**config.mk**
```make
export PLATFORM = sky130hd
export DESIGN_NAME = uart_rx
export DESIGN_NICKNAME = d
export VERILOG_FILES = /design/src/rtl/uart_pkg.sv /design/src/rtl/uart_rx_sampler.sv /design/src/rtl/uart_rx.sv
export SDC_FILE = /design/constraint.sdc
export NUM_CORES = 1
export LEC_CHECK = 0
export ABC_AREA = 1
export BUFFER_PORTS_ARGS = -buffer_cell sky130_fd_sc_hd__buf_2
export CORE_ASPECT_RATIO = 2
export CORE_UTILIZATION = 25
export CTS_BUF_LIST = sky130_fd_sc_hd__clkbuf_4 sky130_fd_sc_hd__clkbuf_8 sky130_fd_sc_hd__clkbuf_16
export DETAILED_ROUTE_END_ITERATION = 10
export PLACE_DENSITY = 0.43
export SYNTH_ARGS = -nofsm -noshare
export SYNTH_HDL_FRONTEND = slang
export SYNTH_SLANG_ARGS = --single-unit
```
**constraint.sdc**
```tcl
create_clock -name CLK -period 2.53 [get_ports CLK]
set_input_delay 0.253 -clock CLK [delete_from_list [all_inputs] [get_ports CLK]]
set_output_delay 0.253 -clock CLK [all_outputs]
set_load 0.02 [all_outputs]
```
**src/rtl/uart_pkg.sv**
```systemverilog
// ---------------------------------------------------------------------------
// uart_pkg - state encodings, parity constants and prescale helper shared by UART RX/TX
// Rev 1.0
// ---------------------------------------------------------------------------
`default_nettype none

package uart_pkg;

   typedef enum logic [2:0] {
      IDLE   = 3'd0,
      START  = 3'd1,
      DATA   = 3'd2,
      PARITY = 3'd3,
      STOP   = 3'd4
   } uart_state_e;

   localparam logic PAR_EVEN = 1'b0;
   localparam logic PAR_ODD  = 1'b1;

   // Only 8, 16 and 32 clocks per bit are supported; anything else falls back to 8.
   function automatic int unsigned presc_clocks(input int unsigned presc);
      return (presc == 16 || presc == 32) ? presc : 32'd8;
   endfunction

endpackage

`default_nettype wire

```
**src/rtl/uart_rx_sampler.sv**
```systemverilog
// ---------------------------------------------------------------------------
// uart_rx_sampler - per-bit edge/bit counters and 3-sample majority vote
// Rev 1.0
// ---------------------------------------------------------------------------
`default_nettype none

module uart_rx_sampler #(
   parameter int PRESC_W   = 6,
   parameter int BIT_CNT_W = 4
) (
   input  logic                 CLK,
   input  logic                 RST,
   input  logic [PRESC_W-1:0]   presc_i,
   input  logic                 start_i,
   input  logic                 run_i,
   input  logic                 rx_i,
   output logic                 sampled_bit_o,
   output logic                 vote_o,
   output logic                 sample_done_o,
   output logic                 resolve_o,
   output logic                 bit_end_o,
   output logic [BIT_CNT_W-1:0] bit_cnt_o
);

   localparam logic [PRESC_W-1:0] c_ONE = PRESC_W'(1);
   localparam logic [PRESC_W-1:0] c_TWO = PRESC_W'(2);

   logic [PRESC_W-1:0]   edge_cnt_q, edge_cnt_d;
   logic [BIT_CNT_W-1:0] bit_cnt_q, bit_cnt_d;
   logic                 s0_q, s1_q, sampled_bit_q;
   logic [PRESC_W-1:0]   w_half;
   logic                 w_s0_edge, w_s1_edge;

   assign w_half        = presc_i >> 1;
   assign w_s0_edge     = (edge_cnt_q == w_half - c_ONE);
   assign w_s1_edge     = (edge_cnt_q == w_half);
   assign sample_done_o = (edge_cnt_q == w_half + c_ONE);
   assign resolve_o     = (edge_cnt_q == w_half + c_TWO);
   assign bit_end_o     = (edge_cnt_q == presc_i - c_ONE);
   assign vote_o        = (s0_q & s1_q) | (s0_q & rx_i) | (s1_q & rx_i);
   assign sampled_bit_o = sampled_bit_q;
   assign bit_cnt_o     = bit_cnt_q;

   // The start-detect cycle is edge 0, so the counter enters the frame at 1.
   always_comb begin
      edge_cnt_d = edge_cnt_q;
      bit_cnt_d  = bit_cnt_q;
      if (!run_i) begin
         edge_cnt_d = '0;
         bit_cnt_d  = '0;
      end else if (start_i) begin
         edge_cnt_d = c_ONE;
         bit_cnt_d  = '0;
      end else if (bit_end_o) begin
         edge_cnt_d = '0;
         bit_cnt_d  = bit_cnt_q + 1'b1;
      end else begin
         edge_cnt_d = edge_cnt_q + c_ONE;
      end
   end

   always_ff @(posedge CLK or negedge RST) begin
      if (!RST) begin
         edge_cnt_q    <= '0;
         bit_cnt_q     <= '0;
         s0_q          <= 1'b1;
         s1_q          <= 1'b1;
         sampled_bit_q <= 1'b1;
      end else begin
         edge_cnt_q <= edge_cnt_d;
         bit_cnt_q  <= bit_cnt_d;
         if (w_s0_edge)
            s0_q <= rx_i;
         if (w_s1_edge)
            s1_q <= rx_i;
         if (sample_done_o)
            sampled_bit_q <= vote_o;
      end
   end

endmodule

`default_nettype wire

```
**src/rtl/uart_rx.sv**
```systemverilog
// ---------------------------------------------------------------------------
// uart_rx - oversampling UART receiver: framing FSM, deserialiser, parity/stop checks
// Rev 1.0
// ---------------------------------------------------------------------------
`default_nettype none

module uart_rx
   import uart_pkg::*;
#(
   parameter int DATA_WIDTH = 8,
   parameter int PRESC_W    = 6
) (
   input  logic                  CLK,
   input  logic                  RST,
   input  logic                  RX_IN,
   input  logic [PRESC_W-1:0]    Prescale,
   input  logic                  PAR_EN,
   input  logic                  PAR_TYP,
   output logic [DATA_WIDTH-1:0] P_DATA,
   output logic                  Data_Valid,
   output logic                  Par_Err,
   output logic                  Stp_Err
);

   localparam int                   BIT_CNT_W   = $clog2(DATA_WIDTH + 3);
   localparam logic [BIT_CNT_W-1:0] c_LAST_DATA = BIT_CNT_W'(DATA_WIDTH);

   uart_state_e           state_q, state_d;
   logic [PRESC_W-1:0]    presc_q, presc_d;
   logic                  par_en_q, par_en_d;
   logic                  par_typ_q, par_typ_d;
   logic [DATA_WIDTH-1:0] shift_q, shift_d;
   logic                  par_fail_q, par_fail_d;
   logic [DATA_WIDTH-1:0] p_data_q, p_data_d;
   logic                  data_valid_q, data_valid_d;
   logic                  par_err_q, par_err_d;
   logic                  stp_err_q, stp_err_d;

   logic [PRESC_W-1:0]    w_presc_sel;
   logic                  w_sampled_bit, w_vote, w_sample_done, w_resolve, w_bit_end;
   logic [BIT_CNT_W-1:0]  w_bit_cnt;

   assign w_presc_sel = PRESC_W'(presc_clocks(32'(Prescale)));

   uart_rx_sampler #(
      .PRESC_W   (PRESC_W),
      .BIT_CNT_W (BIT_CNT_W)
   ) u_sampler (
      .CLK           (CLK),
      .RST           (RST),
      .presc_i       (presc_q),
      .start_i       (state_q == IDLE),
      .run_i         (state_d != IDLE),
      .rx_i          (RX_IN),
      .sampled_bit_o (w_sampled_bit),
      .vote_o        (w_vote),
      .sample_done_o (w_sample_done),
      .resolve_o     (w_resolve),
      .bit_end_o     (w_bit_end),
      .bit_cnt_o     (w_bit_cnt)
   );

   always_comb begin
      state_d      = state_q;
      presc_d      = presc_q;
      par_en_d     = par_en_q;
      par_typ_d    = par_typ_q;
      shift_d      = shift_q;
      par_fail_d   = par_fail_q;
      p_data_d     = p_data_q;
      data_valid_d = 1'b0;
      par_err_d    = 1'b0;
      stp_err_d    = 1'b0;

      case (state_q)
         IDLE: begin
            if (!RX_IN) begin
               state_d    = START;
               presc_d    = w_presc_sel;
               par_en_d   = PAR_EN;
               par_typ_d  = PAR_TYP;
               par_fail_d = 1'b0;
            end
         end
         START: begin
            if (w_resolve && w_sampled_bit)
               state_d = IDLE;
            else if (w_bit_end)
               state_d = DATA;
         end
         DATA: begin
            if (w_sample_done)
               shift_d = {w_vote, shift_q[DATA_WIDTH-1:1]};
            if (w_bit_end && w_bit_cnt == c_LAST_DATA)
               state_d = par_en_q ? PARITY : STOP;
         end
         PARITY: begin
            if (w_sample_done)
               par_fail_d = (w_vote != ((^shift_q) ^ (par_typ_q == PAR_ODD)));
            if (w_bit_end)
               state_d = STOP;
         end
         STOP: begin
            // Outputs register on the sample edge so the pulses are visible in
            // the resolution cycle, when the FSM drops back to IDLE.
            if (w_sample_done) begin
               stp_err_d = ~w_vote;
               par_err_d = par_fail_q;
               if (w_vote && !par_fail_q) begin
                  data_valid_d = 1'b1;
                  p_data_d     = shift_q;
               end
            end
            if (w_resolve)
               state_d = IDLE;
         end
         default: state_d = IDLE;
      endcase
   end

   always_ff @(posedge CLK or negedge RST) begin
      if (!RST) begin
         state_q      <= IDLE;
         presc_q      <= PRESC_W'(8);
         par_en_q     <= 1'b0;
         par_typ_q    <= PAR_EVEN;
         shift_q      <= '0;
         par_fail_q   <= 1'b0;
         p_data_q     <= '0;
         data_valid_q <= 1'b0;
         par_err_q    <= 1'b0;
         stp_err_q    <= 1'b0;
      end else begin
         state_q      <= state_d;
         presc_q      <= presc_d;
         par_en_q     <= par_en_d;
         par_typ_q    <= par_typ_d;
         shift_q      <= shift_d;
         par_fail_q   <= par_fail_d;
         p_data_q     <= p_data_d;
         data_valid_q <= data_valid_d;
         par_err_q    <= par_err_d;
         stp_err_q    <= stp_err_d;
      end
   end

   assign P_DATA     = p_data_q;
   assign Data_Valid = data_valid_q;
   assign Par_Err    = par_err_q;
   assign Stp_Err    = stp_err_q;

endmodule

`default_nettype wire

```
==> Word-level counts from Yosys, hierarchy flattened <==
Cells that the tools add are included.
{ "word_totals": {"reg_bits": 44, "input_bits": 11, "out_inout_bits": 11} }
{ "classes": {"n_addsub": 6, "n_eq_ne": 16, "muxes": 25, "n_bitwise": 8, "reduce_logical": 13} }
{ "op_table": {"columns": ["cell", "n"], "rows": [
  ["$eq 6x6->1", 4],
  ["$mux 6", 4],
  ["$mux 3", 7],
  ["$pmux 3 s5", 1],
  ["$mux 4", 3],
  ["$mux 1", 9],
  ["$reduce_xor 8->1", 1],
  ["$add 5x1->6 const B", 1],
  ["$add 5x2->6 const B", 1],
  ["$add 6x1->6 const B", 1],
  ["$eq 3x2->1 const B", 2],
  ["$eq 6x5->1", 1],
  ["$eq 6x5->1 const B", 1],
  ["$eq 6x6->1 const B", 1],
  ["$reduce_and 3->1", 2],
  ["$sub 5x1->6 const B", 1],
  ["$sub 6x1->6 const B", 1],
  ["$add 4x1->4 const B", 1],
  ["$eq 4x4->1 const B", 1],
  ["$reduce_and 2->1", 2],
  ["$and 1x1->1", 3],
  ["$eq 3x1->1 const B", 1],
  ["$eq 3x3->1 const B", 1],
  ["$logic_and 1x1->1", 3],
  ["13 further kinds", 15]
]} }

==> Depth between registers and ports, before layout <==
Gate-level depths: netlist (run 1).
{ "depth": {"ltp_word": 7, "mapped_depth": 15, "mapped_depth_nobuf": 15} }

==> Modules after synthesis <==
A second synthesis (run 1) with hierarchy kept.
{ "unflattened": {"hier_cells": 385, "area_unflattened_um2": 2849.0} }
{ "modules_own_cells": {"columns": ["mod", "n_inst", "cells_each", "area_per_inst_um2", "seq_area_each_um2"], "rows": [
  ["uart_rx", 1, 183, 1542.7, 777.0],
  ["uart_rx_sampler", 1, 202, 1306.3, 329.1]
]} }

==> Worst setup path after synthesis (run 1) <==
No wires, ideal clock.
{ "synth_path": {"path_kind": "register to register", "from": "register presc_q[3]", "to": "register u_sampler.edge_cnt_q[3]", "setup_ns": 0.120, "arrival_time_ns": 2.041, "t_required_ns": 2.410, "path_slack_ns": 0.369, "path_stages_with_launch": 14, "n_path_buf": 1, "synth_period_minus_slack_ns": 2.161, "cell_sequence": "dfstp_2 > buf_2 > inv_2 > ha_1 > a21oi_1 > nand2_1 > a21oi_1 > nand3_2 > inv_2 > a21oi_1 > nor2_1 > nand3_2 > nand2_2 > nor2_1"} }
{ "synth_via": {"elab_chain_cells": 7, "word_cells_on_any_way": 16} }
{ "synth_lines": {"columns": ["item", "line_no", "text"], "rows": [
  ["from (decl)", "uart_rx.sv:29", "logic [PRESC_W-1:0] presc_q, presc_d;"],
  ["from (signal assigned)", "uart_rx.sv:135", "presc_q <= presc_d;"],
  ["$sub 6x1->6 or $add 5x2->6 (tied branches)", "uart_rx_sampler.sv:39, uart_rx_sampler.sv:38", null],
  ["$eq 6x6->1, on equally long branches", "uart_rx_sampler.sv:39, uart_rx_sampler.sv:38", null],
  ["$mux 3 (tied with other cells)", "uart_rx.sv:88", "else if (w_bit_end)"],
  ["$mux 3, on equally long branches", "uart_rx.sv:86, uart_rx.sv:94", null],
  ["$pmux 3 s5", "uart_rx.sv:75", "case (state_q)"],
  ["$reduce_bool 3->1", "uart_rx.sv:53", ".run_i (state_d != IDLE),"],
  ["$mux 6 *", "uart_rx_sampler.sv:48", "if (!run_i) begin"],
  ["via u_sampler.edge_cnt_d[3]", "uart_rx_sampler.sv:28", "logic [PRESC_W-1:0] edge_cnt_q, edge_cnt_d;"],
  ["to (signal assigned)", "uart_rx_sampler.sv:70", "edge_cnt_q <= edge_cnt_d;"],
  ["to (decl)", "uart_rx_sampler.sv:28", null]
]} }
The timed path passes the listed nets; every way through them passes the cells marked *.
A chain may end at the register's enable or synchronous reset.

==> Final worst setup path (run 1) <==
{ "layout_path": {"from": "register presc_q[3]", "to": "register u_sampler.edge_cnt_q[5]"} }
The elaborated chain is that of the path after synthesis.

==> results of run 1 <==
## power breakdown
part | total, W | internal [W] | switching [W]
combinational | 0.000825 | 0.000299 | 0.000526
sequential | 0.000937 | 0.000828 | 0.000110
clock | 0.000652 | 0.000387 | 0.000265
total | 0.00241 | 0.00151 | 0.000901
## layer usage
metal | GRT usage [%] | routed length (µm) | share of wire, %
met2 | 24.7 | 3810 | 57
met1 | 13.3 | 2390 | 36
met4 | 8.52 | 376 | 5.6
met3 | 1.89 | 125 | 1.9
met5 | 0 | 0 | 0
## synth_stat cells, types with 2 or more instances
master,count
nand3_2,2
o21ai_1,10
nand4_1,3
a21oi_1,10
dfrtp_1,40
dfstp_2,4
nand3_1,27
buf_6,2
inv_1,46
nand2_1,94
inv_2,9
or2_2,2
o21a_1,2
xnor2_1,9
buf_2,3
nor3_1,6
ha_1,10
o21ai_0,5
xor2_1,11
nor2_1,23
nand2_2,5
nor3_2,2
nor2_2,3
o22ai_1,3
o21ai_2,7
## registers in the layout (all words and copies together), names as in the netlist, 3 cells and up
name                  cells
u_sampler.edge_cnt_q      6
u_sampler.bit_cnt_o       4
state_q                   3
shift_q                   8
presc_q                   6
P_DATA                    8
## critical path: cells and delay by family (launching register included)
kind	cells	cell delay, ns
simple gates	7	0.93
flops	1	0.61
compound gates	3	0.44
fa+ha+maj	1	0.21
buf+inv	1	0.07
## cells by family (layout without fill, tap and decap cells)
| logic type | count (synthesis) | after routing | synth area share, % |
|---|---|---|---|
| and+or+nand+nor | 172 | 172 | 29.1 |
| buffers and inverters | 61 | 93 | 9.20 |
| adders and majority gates | 10 | 10 | 4.64 |
| xor gates and xnor gates | 20 | 20 | 6.50 |
| AOI/OAI and AO/OA | 41 | 41 | 9.48 |
| DFF | 44 | 44 | 41.1 |
## path summary, 6_finish.rpt
check / to / slack, ns
min in group CLK: par_typ_q$_DFFE_PN0P_ / 0.17
worst max register to register: u_sampler.edge_cnt_q[5]$_DFF_PN0_ / 0.15
worst max-delay path: u_sampler.edge_cnt_q[5]$_DFF_PN0_ / 0.15
worst min-delay path: shift_q[5]$_DFFE_PN0P_ / 0.11
max in group asynchronous: u_sampler.bit_cnt_o[1]$_DFFE_PN0P_ / 1.77
worst min register to register: P_DATA[6]$_DFFE_PN0P_ / 0.48
## repair_timing
action                                  in CTS  in global routing
endpoints found under the setup margin       0                 10
buffers inserted                             0                  2
gates resized for setup                      0                  2
## final cells by class
type	instances	area, µm²
fill	1209	7330
multi-input combinational	243	1350
sequential	44	1110
inverter	56	210
tap	137	171
timing repair buffer	29	165
clock buffer	7	140
clock inverter	1	5.00
## cell usage in the layout, fill, tap and decap left out, types with 2 or more instances in the layout
cell type  instances
clkbuf_4           2
nor2_1            22
dfstp_2            4
clkbuf_16          5
inv_2              9
a21oi_1           10
nand2_1           94
ha_1              10
nand3_1           27
buf_4              8
inv_1             46
buf_2             21
xor2_1            11
o21a_1             2
or2_2              2
dfrtp_1           40
xnor2_1            9
nor3_2             2
o21ai_1           10
nand2_2            5
o21ai_2            7
o21ai_0            5
nor2_2             4
o22ai_1            3
nor3_1             6
nand4_1            3
## stage by stage
stage          hold slack, ns  power [W]  setup WS (ns)  cell area, µm²
6_report                0.114    0.00241          0.150            3150
5_1_grt                 0.196    0.00259       -0.00387            3150
4_1_cts                 0.172    0.00244         0.0740            3120
3_5_place_dp            0.474    0.00177         0.0875            2980
3_3_place_gp            0.465    0.00177         0.0967            2980
2_1_floorplan         -0.0426    0.00154          0.369            2690
==> summary.txt, run 1 <==
final setup fails: 0
ranking of synthesized cells by area: dfrtp_1 37%, nand2_1 13%, inv_1 6.4%
top cell type by total area after synthesis: dfrtp_1
Net Count, Synth: 369
GRT overflow: 0
diodes inserted: 0
area delta synth->final: 16.9%
Synth Warn #: 0
crit path DAT: 2.56 ns
die area: 0.0112 mm²
post-route insts no fill: 517
worst path cell trace: inv_2, ha_1, a21oi_1, nand2_1, a21oi_1, nand3_2, nor2_1, a21oi_1, nor2_2, nand3_4, nand2_2, nor2_1
HPWL Detailed: 5.42 mm
CP endpoint kind: flip-flop
DRT Pass-1 Iters: 4
I/O pins: 22
post-synthesis sequential area ratio: 41.1%
clock skew: 0.00617 ns
share of layout cells above drive strength 1: 19.7%
final core utilization: 30.0%
fmax: 420 MHz
Main synth FF type: dfrtp_1
via/cell ratio: 4.32
HP Class: in2async
CTS Hold Bufs: 0
DRC violations left: 0
input/output buffers: 21
Setup TNS: 0 ns
die height: 149 µm
CP max FO: 10
Tmin final: 2.38 ns
Lkg Pwr: 1.58 nW
critical path's slowest cell: dfstp_2
crit path launch: presc_q[3]$_DFFE_PN1P_
Tightest Pin Transition: 0.996 ns
Cell Pwr Density: 767 mW/mm²
row cnt: 53
clk_lat worst skew: 0.29 ns
distinct cell type count after synthesis: 35
clock slew at reported path FFs: 0.06 ns
Core Area: 0.0105 mm²
fin nets: 400
first-pass GRT wire length: 11.0 mm
clock buffers created by TritonCTS: 5
H-tree depth: 2
Slew HR: 33.6%
final WL: 6.71 mm
die width: 75.4 µm
mapped cell area: 0.00269 mm²
CP dominant cell by count: a21oi_1
outcome: completed
VDD IR max: 0.000492 V
Reg-to-Reg Start: presc_q[3]$_DFFE_PN1P_
Placer Congestion: 0.826
largest net degree at the start of global routing: 45
Final Hold Fails: 0
Final Cycle Share: 94.1%
Post-synth EDFFs: 0
Critical Path Start Type: flip-flop
worst setup path class: reg2reg
CTS root buf: clkbuf_16
CTS tree: built
Initial Util: 25.7%
Tot GR Track Use: 13.4%
number of global-route vias before repair: 2316
Vias: 2236
First DRT Iteration DRCs: 89
ANT nets after route: 0
max incr delay on CP: 0.61 ns
Synth Register Bits: 44
CTS max path bufs: 2
max-slew violation count: 0
Synth Area per Inst: 7.74 µm²
Gate Count Post-Synth: 348
Req. time, crit path: 2.71 ns
Num Clock Sinks: 44
initial antenna violation count: 0
Post-synth ARST share: 100%
worst reg2reg path depth: 12
top-area cell type share of the netlist area: 37.2%
per-cell routed wire length: 13.0 µm
max_cap viols: 0
dpl cells: 507
(Power assumes the default switching activity.)
==> run 2: changes to the inputs <==
--- a/config.mk
+++ b/config.mk
@@ -8,10 +8,10 @@
 export ABC_AREA = 1
 export BUFFER_PORTS_ARGS = -buffer_cell sky130_fd_sc_hd__buf_2
 export CORE_ASPECT_RATIO = 2
-export CORE_UTILIZATION = 25
+export CORE_UTILIZATION = 60
 export CTS_BUF_LIST = sky130_fd_sc_hd__clkbuf_4 sky130_fd_sc_hd__clkbuf_8 sky130_fd_sc_hd__clkbuf_16
 export DETAILED_ROUTE_END_ITERATION = 10
-export PLACE_DENSITY = 0.43
+export PLACE_DENSITY = 0.83
 export SYNTH_ARGS = -nofsm -noshare
 export SYNTH_HDL_FRONTEND = slang
 export SYNTH_SLANG_ARGS = --single-unit
==> run 2 against run 1 <==
Compared with the run above: combinational power decreased by 2%; hold slack got worse by 0.030 ns; clock-buffer cell count unchanged; via count increased by 3.7%; register-to-register slack improved by 0.08 ns; first-iteration DRC count decreased by 39%; critical endpoint is now P_DATA[4]$_DFFE_PN0P_.
==> summary.txt, run 2 (synthesis results as in run 1) <==
via/cell ratio: 5.37
fmax: 435 MHz
share of layout cells above drive strength 1: 19.6%
DRT Pass-1 Iters: 4
CTS max path bufs: 2
row cnt: 34
Tmin final: 2.30 ns
max-slew violation count: 0
initial antenna violation count: 0
Initial Util: 62.1%
CP dominant cell by count: nand2_1
sequential power share: 42.7%
Req. time, crit path: 2.72 ns
fin nets: 398
multi-input logic area: 0.00136 mm²
critical path's slowest cell: dfrtp_1
most frequent cells in the layout: 94 x nand2_1, 46 x inv_1, 40 x dfrtp_1
die area: 0.00478 mm²
first-pass GRT wire length: 9.72 mm
CP max FO: 10
die height: 96.8 µm
VDD IR max: 0.000605 V
final core utilization: 68.5%
net switching power: 0.000862 W
clock buffers created by TritonCTS: 5
Sw Ratio: 39.5%
per-cell routed wire length: 14.0 µm
First DRT Iteration DRCs: 54
largest net degree at the start of global routing: 45
clock slew at reported path FFs: 0.08 ns
max incr delay on CP: 0.39 ns
Total Power: 0.00219 W
clock share of power: 20.2%
Tightest Pin Transition: 0.926 ns
clock skew: 0.00546 ns
Seq. cell area: 0.00111 mm²
placed cell area: 0.00285 mm²
HP Class: in2async
DRC violations left: 0
commonest non-fill, non-tap cell in the layout: nand2_1
CTS tree: built
worst setup path class: reg2reg
Crit path buffers/inverters: 2
I/O pins: 22
final WL: 6.05 mm
internal power: 0.00132 W
Vias: 2318
Tot GR Track Use: 27.0%
crit path DAT: 2.49 ns
area delta synth->final: 10.3%
diodes inserted: 0
Core Area: 0.00434 mm²
H-tree depth: 2
combinational power share: 37.1%
Crit path max-delay family: simple AND/OR/NAND/NOR gates
Final Cycle Share: 91.0%
max_cap viols: 0
CP endpoint kind: flip-flop
Final Hold Fails: 0
ANT nets after route: 0
Placer Congestion: 0.996
Cell Pwr Density: 736 mW/mm²
Critical Path Start Type: flip-flop
number of global-route vias before repair: 2238
Lkg Pwr: 1.55 nW
clk_lat worst skew: 0.30 ns
Final Cell Area: 0.00297 mm²
input/output buffers: 21
Filler Cell Count: 352
Num Clock Sinks: 44
worst path cell trace: inv_2, ha_1, xor2_1, nor2_1, nand2_1, nor2_2, o211ai_2, nor3_4, nand4_4, buf_4, nand2_1, o21ai_2
outcome: completed
CTS root buf: clkbuf_8
Slew HR: 38.3%
HPWL Detailed: 4.61 mm
die width: 49.4 µm
final setup fails: 0
GRT overflow: 0
## run 2: cell count changes in the layout (fill, tap and decap cells not counted)
cell | previous run | this run
clkbuf_16 | 5 | 0
nor2_1 | 22 | 21
nor2_2 | 4 | 5
clkbuf_8 | 0 | 5
nand3_2 | 1 | 3
nand3_4 | 1 | 0
buf_4 | 8 | 5
## run 2: worst register-to-register path, cell delays in order (launching register included)
cell and delay [ns]:
dfrtp_1 0.39, inv_2 0.13, ha_1 0.26, xor2_1 0.16, nor2_1 0.16, nand2_1 0.09
nor2_2 0.10, o211ai_2 0.10, nor3_4 0.31, nand4_4 0.15, buf_4 0.22, nand2_1 0.08
o21ai_2 0.05
## run 2: path summary, 6_finish.rpt
| path | start | slack, ns | cells past startpoint | endpoint |
|---|---|---|---|---|
| hold reg to reg | P_DATA[6]$_DFFE_PN0P_ | 0.48 | 2 | P_DATA[6]$_DFFE_PN0P_ |
| hold / removal | RST | 0.08 | 1 | presc_q[5]$_DFFE_PN0P_ |
| setup reg to reg | presc_q[1]$_DFFE_PN0P_ | 0.23 | 12 | P_DATA[4]$_DFFE_PN0P_ |
| setup / recovery | presc_q[1]$_DFFE_PN0P_ | 0.23 | 12 | P_DATA[4]$_DFFE_PN0P_ |
| min in group CLK | PAR_EN | 0.16 | 3 | par_en_q$_DFFE_PN0P_ |
| max in group asynchronous | RST | 1.86 | 1 | presc_q[0]$_DFFE_PN0P_ |
## run 2: layout make-up
cell class,count,share of cell area [%]
multi-input combinational,244,45.6
sequential,44,37.2
inverter,56,7.08
timing repair buffer,26,4.80
clock buffer,7,2.82
tap,54,2.27
clock inverter,1,0.168
## run 2: through the flow
stage                     hold WS (ns)  TNS [ns]  instances  setup slack, ns
after floorplan                -0.0426         0        348            0.369
after global placement           0.430         0        421            0.233
after detailed placement         0.436         0        421            0.216
after CTS                        0.125         0        429            0.193
after global routing             0.183  -0.00254        432         -0.00254
final                           0.0837         0        432            0.229
## run 2: power groups by stage
stage                     Clock, W  Combinational, W  Sequential [W]
after CTS                 0.000444          0.000783        0.000933
after global placement           0          0.000748        0.000941
after floorplan                  0          0.000629        0.000908
after detailed placement         0          0.000777        0.000948
after global routing      0.000472          0.000909        0.000949
final                     0.000440          0.000811        0.000934
## run 2: timing repair
action,in CTS,in global routing
setup buffers,0,2
gates resized for setup,0,3
setup endpoints to repair,0,12
hold buffers,0,0
## run 2: metal layers
layer	wire length (µm)	part of all wire, %	GRT usage [%]	vias to the layer above
li1	-	-	-	1159
met1	2160	36	26.1	1081
met2	3430	57	50.1	55
met3	151	2.5	3.93	23
met4	310	5.1	18.2	0
met5	0	0	0	-
